--- src/rtl/ezm_pkg.sv ---
`default_nettype none
// ============================================================================
// Module      : ezm_pkg
// Description : Shared types and opcode constants for the ezm_cpu_gen2
//               accumulator CPU (state enum, op enum, opcode decoder).
// Revision    : 1.0 - initial release
// ============================================================================
package ezm_pkg;

    typedef enum logic [1:0] {
        ST_FETCH = 2'd0,
        ST_EXEC  = 2'd1,
        ST_HALT  = 2'd2
    } state_t;

    typedef enum logic [3:0] {
        OP_NOP   = 4'd0,
        OP_LOADI = 4'd1,
        OP_BGT   = 4'd2,
        OP_STORE = 4'd3,
        OP_ADD   = 4'd4,
        OP_SUB   = 4'd5,
        OP_NOT   = 4'd6,
        OP_SHL   = 4'd7,
        OP_SHR   = 4'd8,
        OP_HALT  = 4'd9
    } op_t;

    // Class prefixes for the register-addressed opcodes (bits [5:3])
    localparam logic [2:0] c_cls_store = 3'b001;
    localparam logic [2:0] c_cls_add   = 3'b010;
    localparam logic [2:0] c_cls_bgt   = 3'b011;

    // Full patterns for the 000xxx sub-opcodes
    localparam logic [5:0] c_opc_not  = 6'b000001;
    localparam logic [5:0] c_opc_shl  = 6'b000010;
    localparam logic [5:0] c_opc_shr  = 6'b000011;
    localparam logic [5:0] c_opc_sub  = 6'b000100;
    localparam logic [5:0] c_opc_halt = 6'b000111;

    // Priority decode of the instruction bus sampled in FETCH
    function automatic op_t decode_op(input logic [5:0] ins);
        op_t op;
        op = OP_NOP;
        if (ins[5]) begin
            op = OP_LOADI;
        end else if (ins[5:3] == c_cls_bgt) begin
            op = OP_BGT;
        end else if (ins[5:3] == c_cls_store) begin
            op = OP_STORE;
        end else if (ins[5:3] == c_cls_add) begin
            op = OP_ADD;
        end else begin
            case (ins)
                c_opc_not:  op = OP_NOT;
                c_opc_shl:  op = OP_SHL;
                c_opc_shr:  op = OP_SHR;
                c_opc_sub:  op = OP_SUB;
                c_opc_halt: op = OP_HALT;
                default:    op = OP_NOP;
            endcase
        end
        return op;
    endfunction

endpackage
`default_nettype wire

--- src/rtl/ezm_alu.sv ---
`default_nettype none
// ============================================================================
// Module      : ezm_alu
// Description : Combinational accumulator ALU: computes next accumulator and
//               carry from the latched op, accumulator, bank operand and the
//               5-bit immediate.
// Revision    : 1.0 - initial release
// ============================================================================
module ezm_alu
    import ezm_pkg::*;
#(
    parameter int DW = 8
) (
    input  op_t           i_op,
    input  logic [DW-1:0] i_c,
    input  logic [DW-1:0] i_operand,
    input  logic [4:0]    i_imm,
    input  logic          i_carry,
    output logic [DW-1:0] o_c_nxt,
    output logic          o_carry_nxt
);

    logic [DW:0]   w_sum;
    logic [DW:0]   w_diff;
    logic [DW-1:0] w_imm_ext;

    // Extra top bit carries out of the add and flags a borrow on the subtract
    assign w_sum     = {1'b0, i_c} + {1'b0, i_operand};
    assign w_diff    = {1'b0, i_c} - {1'b0, i_operand};
    assign w_imm_ext = DW'($signed(i_imm));

    // Result select; ops that do not touch c/carry hold their current values
    always_comb begin
        o_c_nxt     = i_c;
        o_carry_nxt = i_carry;
        case (i_op)
            OP_LOADI: o_c_nxt = w_imm_ext;
            OP_ADD: begin
                o_c_nxt     = w_sum[DW-1:0];
                o_carry_nxt = w_sum[DW];
            end
            OP_SUB: begin
                o_c_nxt     = w_diff[DW-1:0];
                o_carry_nxt = w_diff[DW];
            end
            OP_NOT: o_c_nxt = ~i_c;
            OP_SHL: begin
                o_c_nxt     = {i_c[DW-2:0], 1'b0};
                o_carry_nxt = i_c[DW-1];
            end
            OP_SHR: begin
                o_c_nxt     = {1'b0, i_c[DW-1:1]};
                o_carry_nxt = i_c[0];
            end
            default: ;
        endcase
    end

endmodule
`default_nettype wire

--- src/rtl/ezm_cpu_gen2.sv ---
`default_nettype none
// ============================================================================
// Module      : ezm_cpu_gen2
// Description : Two-phase (FETCH/EXEC) accumulator CPU with register bank,
//               carry flag, relative backward branch and sticky HALT.
// Revision    : 1.0 - initial release
// ============================================================================
module ezm_cpu_gen2
    import ezm_pkg::*;
#(
    parameter int DW   = 8,
    parameter int NREG = 8,
    parameter int PCW  = 8
) (
    input  logic          clk,
    input  logic          rst,
    input  logic [5:0]    in_i,
    output logic [DW-1:0] out_o,
    output logic          exec_o,
    output logic          carry_o,
    output logic          halt_o
);

    localparam int c_rw = $clog2(NREG);

    state_t          r_state;
    state_t          w_state_nxt;
    op_t             r_op;
    logic [DW-1:0]   r_c;
    logic            r_carry;
    logic [PCW-1:0]  r_pc;
    logic [DW-1:0]   r_bank [NREG];

    logic [c_rw-1:0] w_idx;
    logic [DW-1:0]   w_operand;
    logic [DW-1:0]   w_c_nxt;
    logic            w_carry_nxt;
    logic            w_branch;

    // Register index comes from the operand cycle; upper bits are don't-care
    assign w_idx     = in_i[c_rw-1:0];
    assign w_operand = r_bank[w_idx];
    assign w_branch  = (r_op == OP_BGT) && (w_operand > r_c);

    ezm_alu #(
        .DW (DW)
    ) u_alu (
        .i_op        (r_op),
        .i_c         (r_c),
        .i_operand   (w_operand),
        .i_imm       (in_i[4:0]),
        .i_carry     (r_carry),
        .o_c_nxt     (w_c_nxt),
        .o_carry_nxt (w_carry_nxt)
    );

    // State register
    always_ff @(posedge clk) begin
        if (rst) begin
            r_state <= ST_FETCH;
        end else begin
            r_state <= w_state_nxt;
        end
    end

    // Next-state: FETCH->EXEC->FETCH, except a HALT op parks in HALT
    always_comb begin
        w_state_nxt = r_state;
        case (r_state)
            ST_FETCH: w_state_nxt = ST_EXEC;
            ST_EXEC:  w_state_nxt = (r_op == OP_HALT) ? ST_HALT : ST_FETCH;
            ST_HALT:  w_state_nxt = ST_HALT;
            default:  w_state_nxt = ST_FETCH;
        endcase
    end

    // Datapath: pc/op update in FETCH, accumulator/carry/branch in EXEC
    always_ff @(posedge clk) begin
        if (rst) begin
            r_c     <= '0;
            r_carry <= 1'b0;
            r_pc    <= '0;
            r_op    <= OP_NOP;
        end else begin
            case (r_state)
                ST_FETCH: begin
                    r_pc <= r_pc + 1'b1;
                    r_op <= decode_op(in_i);
                end
                ST_EXEC: begin
                    r_c     <= w_c_nxt;
                    r_carry <= w_carry_nxt;
                    // Branch is relative to the already-incremented pc
                    if (w_branch) begin
                        r_pc <= r_pc - r_c[PCW-1:0];
                    end
                end
                default: ;
            endcase
        end
    end

    // Register bank: asynchronous read above, write on STORE in EXEC
    always_ff @(posedge clk) begin
        if (rst) begin
            for (int i = 0; i < NREG; i++) begin
                r_bank[i] <= '0;
            end
        end else if ((r_state == ST_EXEC) && (r_op == OP_STORE)) begin
            r_bank[w_idx] <= r_c;
        end
    end

    // Outputs derived only from registered state
    assign out_o   = (r_state == ST_FETCH) ? DW'(r_pc) : r_c;
    assign exec_o  = (r_state != ST_FETCH);
    assign halt_o  = (r_state == ST_HALT);
    assign carry_o = r_carry;

endmodule
`default_nettype wire
--- config.mk ---
export PLATFORM = sky130hd
export DESIGN_NAME = ezm_cpu_gen2
export DESIGN_NICKNAME = d
export VERILOG_FILES = /design/src/rtl/ezm_pkg.sv /design/src/rtl/ezm_alu.sv /design/src/rtl/ezm_cpu_gen2.sv
export SDC_FILE = /design/constraint.sdc
export NUM_CORES = 1
export LEC_CHECK = 0
export CELL_PAD_IN_SITES_DETAIL_PLACEMENT = 1
export CELL_PAD_IN_SITES_GLOBAL_PLACEMENT = 1
export CORE_MARGIN = 2
export CORE_UTILIZATION = 30
export CTS_CLUSTER_DIAMETER = 50
export DETAILED_ROUTE_END_ITERATION = 10
export PLACE_DENSITY_LB_ADDON = 0.1
export SETUP_SLACK_MARGIN = 0.4
export SYNTH_ARGS = -nofsm -noshare
export SYNTH_HDL_FRONTEND = slang
export SYNTH_SLANG_ARGS = --single-unit
--- constraint.sdc ---
create_clock -name clk -period 10.5 [get_ports clk]
set_input_delay 1.05 -clock clk [delete_from_list [all_inputs] [get_ports clk]]
set_output_delay 1.05 -clock clk [all_outputs]
set_load 0.005 [all_outputs]
======== After elaboration in Yosys (flattened, before gate mapping) ========
Memories as Yosys holds them, arrays and structs flattened.
Cells that the tools add are included.
cells by class
  add/subtract/negate cells ............... 4
  order comparisons ....................... 1
  equality and inequality tests ........... 20
  muxes and demuxes ....................... 20
  bitwise operators ....................... 1
  reductions and logical operators ........ 11
operators by type and width
  operator                                             count
  case mux 8 bit (6 select lines)                      1
  2-to-1 mux 8 bit                                     3
  case mux 4 bit (5 select lines)                      1
  equality test 4 x 3 -> 1 bit, second input constant  4
  2-to-1 mux 4 bit                                     4
  case mux 8 bit (2 select lines)                      1
  equality test 6 x 2 -> 1 bit, second input constant  2
  equality test 6 x 3 -> 1 bit, second input constant  2
  adder 8 x 8 -> 9 bit                                 1
  subtractor 8 x 8 -> 9 bit                            1
  adder 8 x 1 -> 8 bit, second input constant          1
  equality test 4 x 2 -> 1 bit, second input constant  2
  equality test 4 bit, second input constant           2
  greater-than comparator 8 bit                        1
  NOT 8 bit                                            1
  OR reduction 8 bit                                   1
  subtractor 8 bit                                     1
  equality test 3 x 2 -> 1 bit, second input constant  2
  equality test 6 x 1 -> 1 bit, second input constant  1
  2-to-1 mux 1 bit                                     6
  case mux 2 bit (3 select lines)                      1
  AND reduction 2 bit                                  3
  nonzero test 6 bit                                   1
  equality test 4 x 1 -> 1 bit, second input constant  1
  other kinds (11)                                     13
storage, ports and cells
  register bits after elaboration ......... 23
  bits in writable memories ............... 64
  output and inout port bits .............. 11
  word-level logic and storage cells ...... 63
  memories kept ........................... 1
memory list
  name    depth  bits a word  rd ports  clocked after Yosys merged registers in  write ports  line                source
  r_bank  8      8            1         0                                        8            ezm_cpu_gen2.sv:32  logic [DW-1:0] r_bank [NREG];

======== Longest topological paths before layout ========
  word-level depth ........................ 7
  depth in mapped cells ................... 13

======== Hierarchy ========
A second synthesis with hierarchy kept.
unflattened totals
  cells, all modules ...................... 597
  area, all modules ....................... 5743.0 µm²
by module, submodules not included
  module        times used  cells each  area each (µm²)  seq. area each (µm²)
  ezm_cpu_gen2  1           389         4404.2           2382.3
  ezm_alu       1           208         1338.8           0.0

======== Worst setup path after synthesis ========
No wires, ideal clock.
  path type ............................... input -> register
  from .................................... in in_i[0]
  to ...................................... reg r_pc[7]
  setup time .............................. 71 ps
  arrival time ............................ 4125 ps
  path slack .............................. 6305 ps
  cell stages on the path ................. 13
  path buffers ............................ 4
  path through ............................ clkbuf_1 -> buf_2 -> mux4_2 -> mux2i_1 -> ha_1 -> clkbuf_1 -> and3_1 -> a41oi_1 -> a31oi_1 -> o21a_1 -> buf_6 -> or3_1 -> a21oi_1
between the ends
  word-level cells in the longest chain between the ends .. 5
ends and longest elaborated chain
  what                           line                source
  start, declared                ezm_cpu_gen2.sv:17  input logic [5:0] in_i,
  memory read (8 x 8 bit)        --
  greater-than comparator 8 bit  ezm_cpu_gen2.sv:43  assign w_branch = (r_op == OP_BGT) && (w_operand > r_c);
  logical AND 1 bit              ezm_cpu_gen2.sv:43
  != test 2 bit (no line)        --
  AND reduction 2 bit (no line)  --
  end signal, assigned           ezm_cpu_gen2.sv:87  r_pc <= r_pc + 1'b1;
  end signal, assigned           ezm_cpu_gen2.sv:95  r_pc <= r_pc - r_c[PCW-1:0];
  end, declared                  ezm_cpu_gen2.sv:31  logic [PCW-1:0] r_pc;
Every way passes these cells.
A chain may end at the register's enable or synchronous reset.

======== Worst setup path after layout ========
  from .................................... in in_i[0]
  to ...................................... reg r_pc[5]
Same word-level chain as after synthesis.

==> impl_metrics.json <==
{
  "status": "complete, no violations",
  "avgSynthCellArea_um2": 10.1,
  "clock_latency_ns": 0.36,
  "cts_buffers": 9,
  "r2r_cells": 9,
  "total_power_mw": 0.946,
  "synth_ff_type": "edfxtp_1",
  "nFillCells": 1965,
  "hold_violations": 0,
  "setup_viol": 0,
  "start_util_pct": 30.8,
  "cts-resized-gates": 0,
  "layout.area.seq_um2": 2380,
  "setup_tns_ns": 0,
  "slowest_stage": "mux4_2",
  "grt_use_met3_pct": 2.43,
  "grt_overflow": 0,
  "r2r-start": "r_bank[2][6]$_SDFFCE_PN0P_",
  "drtIter0Drc": 176,
  "wl_per_cell_um": 20.4,
  "syn_inst": 532,
  "grt_max_degree": 36,
  "synth_edf_count": 64,
  "syn_to_final_growth_pct": 13.1,
  "post-route-drc-count": 0,
  "rsz0062_at_grt": "no",
  "cts-root-buf": "clkbuf_16",
  "synth_commonest_cells": "64 x edfxtp_1, 54 x and2_1, 51 x nor2_1",
  "io_buffers": 18,
  "chipHeight_um": 138,
  "synth_cell_types": 63,
  "path_delay_family": "multiplexers",
  "synth_nets": 567,
  "ys.warnings.count": 0,
  "yosysSeqAreaShare_pct": 44.4,
  "r2r_slack_ns": 7.14,
  "vias_per_cell": 5.24,
  "critPathMaxStageDelay_ns": 0.58,
  "crit_path_max_fanout": 26,
  "drive_gt1_share_pct": 10.3,
  "num_io_pins": 19,
  "grt-busiest-layer": "met2",
  "dpl.hpwl_mm": 10.9,
  "nNetsFinal": 572,
  "post_cts_buffers": 0,
  "vias": 4019,
  "rr_endpoint": "r_pc[5]$_SDFFE_PP0P_",
  "synth_async_sr_flop_share_pct": 0,
  "die_area_um2": 19000,
  "gr-usage-all-layers_pct": 17.7,
  "min_to": "r_pc[0]$_SDFFE_PP0P_",
  "yosysTopAreaCell": "edfxtp_1",
  "crit_chain": "clkdlybuf4s50_1 -> buf_4 -> mux4_2 -> mux2i_1 -> ha_1 -> inv_1 -> a2111o_1 -> a31oi_1 -> o21a_1 -> mux2_2 -> nor2_1",
  "fin_crit_ns": 4.61,
  "fp.dieW_um": 138,
  "antenna_cells": 0,
  "multiInputGateArea_um2": 2770,
  "cts_hold_buf": 0,
  "layout_worst_path_cycle_share_pct": 43.9,
  "grt_pass1_wl_mm": 25.1,
  "hold_start": "r_pc[0]$_SDFFE_PP0P_",
  "ant_nets": 0,
  "slew_viol_final": 0,
  "gp_congestion": 0.810,
  "core-area_um2": 17400,
  "hold_depth": 2,
  "tightest_slew_ns": 1.07,
  "ys_ff_latch": 87,
  "routed_wl_mm": 15.7,
  "place_area_um2": 5770,
  "cp.required_ns": 10.79,
  "leakagePower_nw": 2.29,
  "power_density_nw_per_um2": 156,
  "end_kind": "register",
  "clkSinkCount": 87,
  "grtUsageMet2_pct": 27.7,
  "h-tree-depth": 3,
  "yosysMostFrequentCell": "edfxtp_1",
  "skew_ns": 0.0101,
  "grt_pass1_vias": 4248,
  "grtUsageMet1_pct": 25.1,
  "final_cell_area_um2": 6070,
  "cp-start-kind": "input port",
  "fin_util_pct": 34.9,
  "clkTransAtPathRegs_ns": 0.07,
  "synth_top_area_share_pct": 35.8,
  "hold_class": "reg -> reg",
  "drt_pass1_iterations": 4,
  "cts_tree": "built",
  "cap_violations": 0,
  "max_slew_margin_pct": 28.7,
  "synth_area_um2": 5370,
  "clock_path_buffers": 2,
  "setup.worst_path.class": "in -> reg",
  "timing.fmax_ghz": 0.217,
  "irDropWorstVdd_uv": 77.6,
  "row_count": 48,
  "antenna_found_initial": 0,
  "critical_path_arrival_ns": 4.90,
  "synth_area_leaders": "edfxtp_1 36%, dfxtp_1 8.6%, mux4_2 6.7%, and2_1 6.3%, ha_1 5.6%",
  "crit_buf_inv": 3
}
[routing by layer]
layer / share of wire, % / vias up
li1: - / 1927
met2: 46 / 56
met5: 0 / -
met4: 2.9 / 0
met3: 2.9 / 23
met1: 49 / 2013
[how the worst max path moves through the flow]
stage	endpoint	slack [ns]	start	depth (start not counted)
6_report	r_pc[5]$_SDFFE_PP0P_	5.89	in_i[0]	11
3_3_place_gp	r_pc[5]$_SDFFE_PP0P_	5.55	in_i[0]	11
3_5_place_dp	r_pc[5]$_SDFFE_PP0P_	5.48	in_i[0]	11
4_1_cts	r_pc[5]$_SDFFE_PP0P_	5.85	in_i[0]	11
2_1_floorplan	r_pc[7]$_SDFFE_PP0P_	6.30	in_i[0]	13
5_1_grt	r_pc[5]$_SDFFE_PP0P_	5.64	in_i[0]	11
[logic make-up (layout without fill, tap and decap cells)]
family,count (synthesis),after routing,share of synthesized area [%]
buffers and inverters,55,65,4.08
adder cells (fa/ha/maj),27,27,6.71
XOR/XNOR,11,11,1.80
AND/OR/NAND/NOR,226,226,21.9
multiplexers,31,31,9.56
AO/OA/AOI/OAI,95,95,11.6
flip-flops,87,87,44.4
[metrics by stage]
step           worst slack (ns)  cells  hold WS (ns)
6_report                   5.89    767         0.501
3_3_place_gp               5.55    751         0.472
2_1_floorplan              6.30    532         0.458
4_1_cts                    5.85    767         0.500
3_5_place_dp               5.48    751         0.487
5_1_grt                    5.64    767         0.533
[power breakdown]
group	internal, mW	switching [mW]	leakage [nW]
registers	0.387	0.0152	0.850
logic	0.0895	0.119	1.29
clock network	0.171	0.165	0.151
total	0.647	0.299	2.29
[layout make-up]
cell class / instances / share of cell area, %
repair buffers: 29 / 4.33
clock buffers: 9 / 3.71
well taps: 225 / 4.64
clock inverters: 7 / 1.30
multi-input cells: 390 / 45.6
inverters: 20 / 1.24
flip-flops and latches: 87 / 39.2
[state kept, by name (all words and copies together) (netlist names)]
name	count
r_op	4
r_c	8
carry_o	1
r_state	2
r_bank	64
r_pc	8
[placed cells by master, fill, tap and decap left out, types with 10 or more instances in the layout]
| cell type | Yosys | final |
|---|---|---|
| mux2i_1 | 13 | 13 |
| edfxtp_1 | 64 | 64 |
| clkdlybuf4s50_1 | 0 | 18 |
| o21ai_0 | 22 | 22 |
| dfxtp_1 | 23 | 23 |
| inv_1 | 19 | 19 |
| nand2_1 | 37 | 37 |
| nor2b_1 | 12 | 12 |
| buf_4 | 1 | 11 |
| and2_1 | 54 | 54 |
| ha_1 | 24 | 24 |
| nor2_1 | 51 | 51 |
| mux4_2 | 16 | 16 |
| a21oi_1 | 25 | 25 |
| nor3_1 | 21 | 21 |
| nand2b_1 | 10 | 10 |
[worst register-to-register path: cells and delay by family (launching register included)]
kind | cells | cell delay (ns)
multiplexers | 3 | 1.17
AO/OA/AOI/OAI | 3 | 1.15
flip-flops | 1 | 0.44
adder cells (fa/ha/maj) | 1 | 0.28
buffers and inverters | 1 | 0.15
AND/OR/NAND/NOR | 1 | 0.10
(Power assumes the default switching activity.)
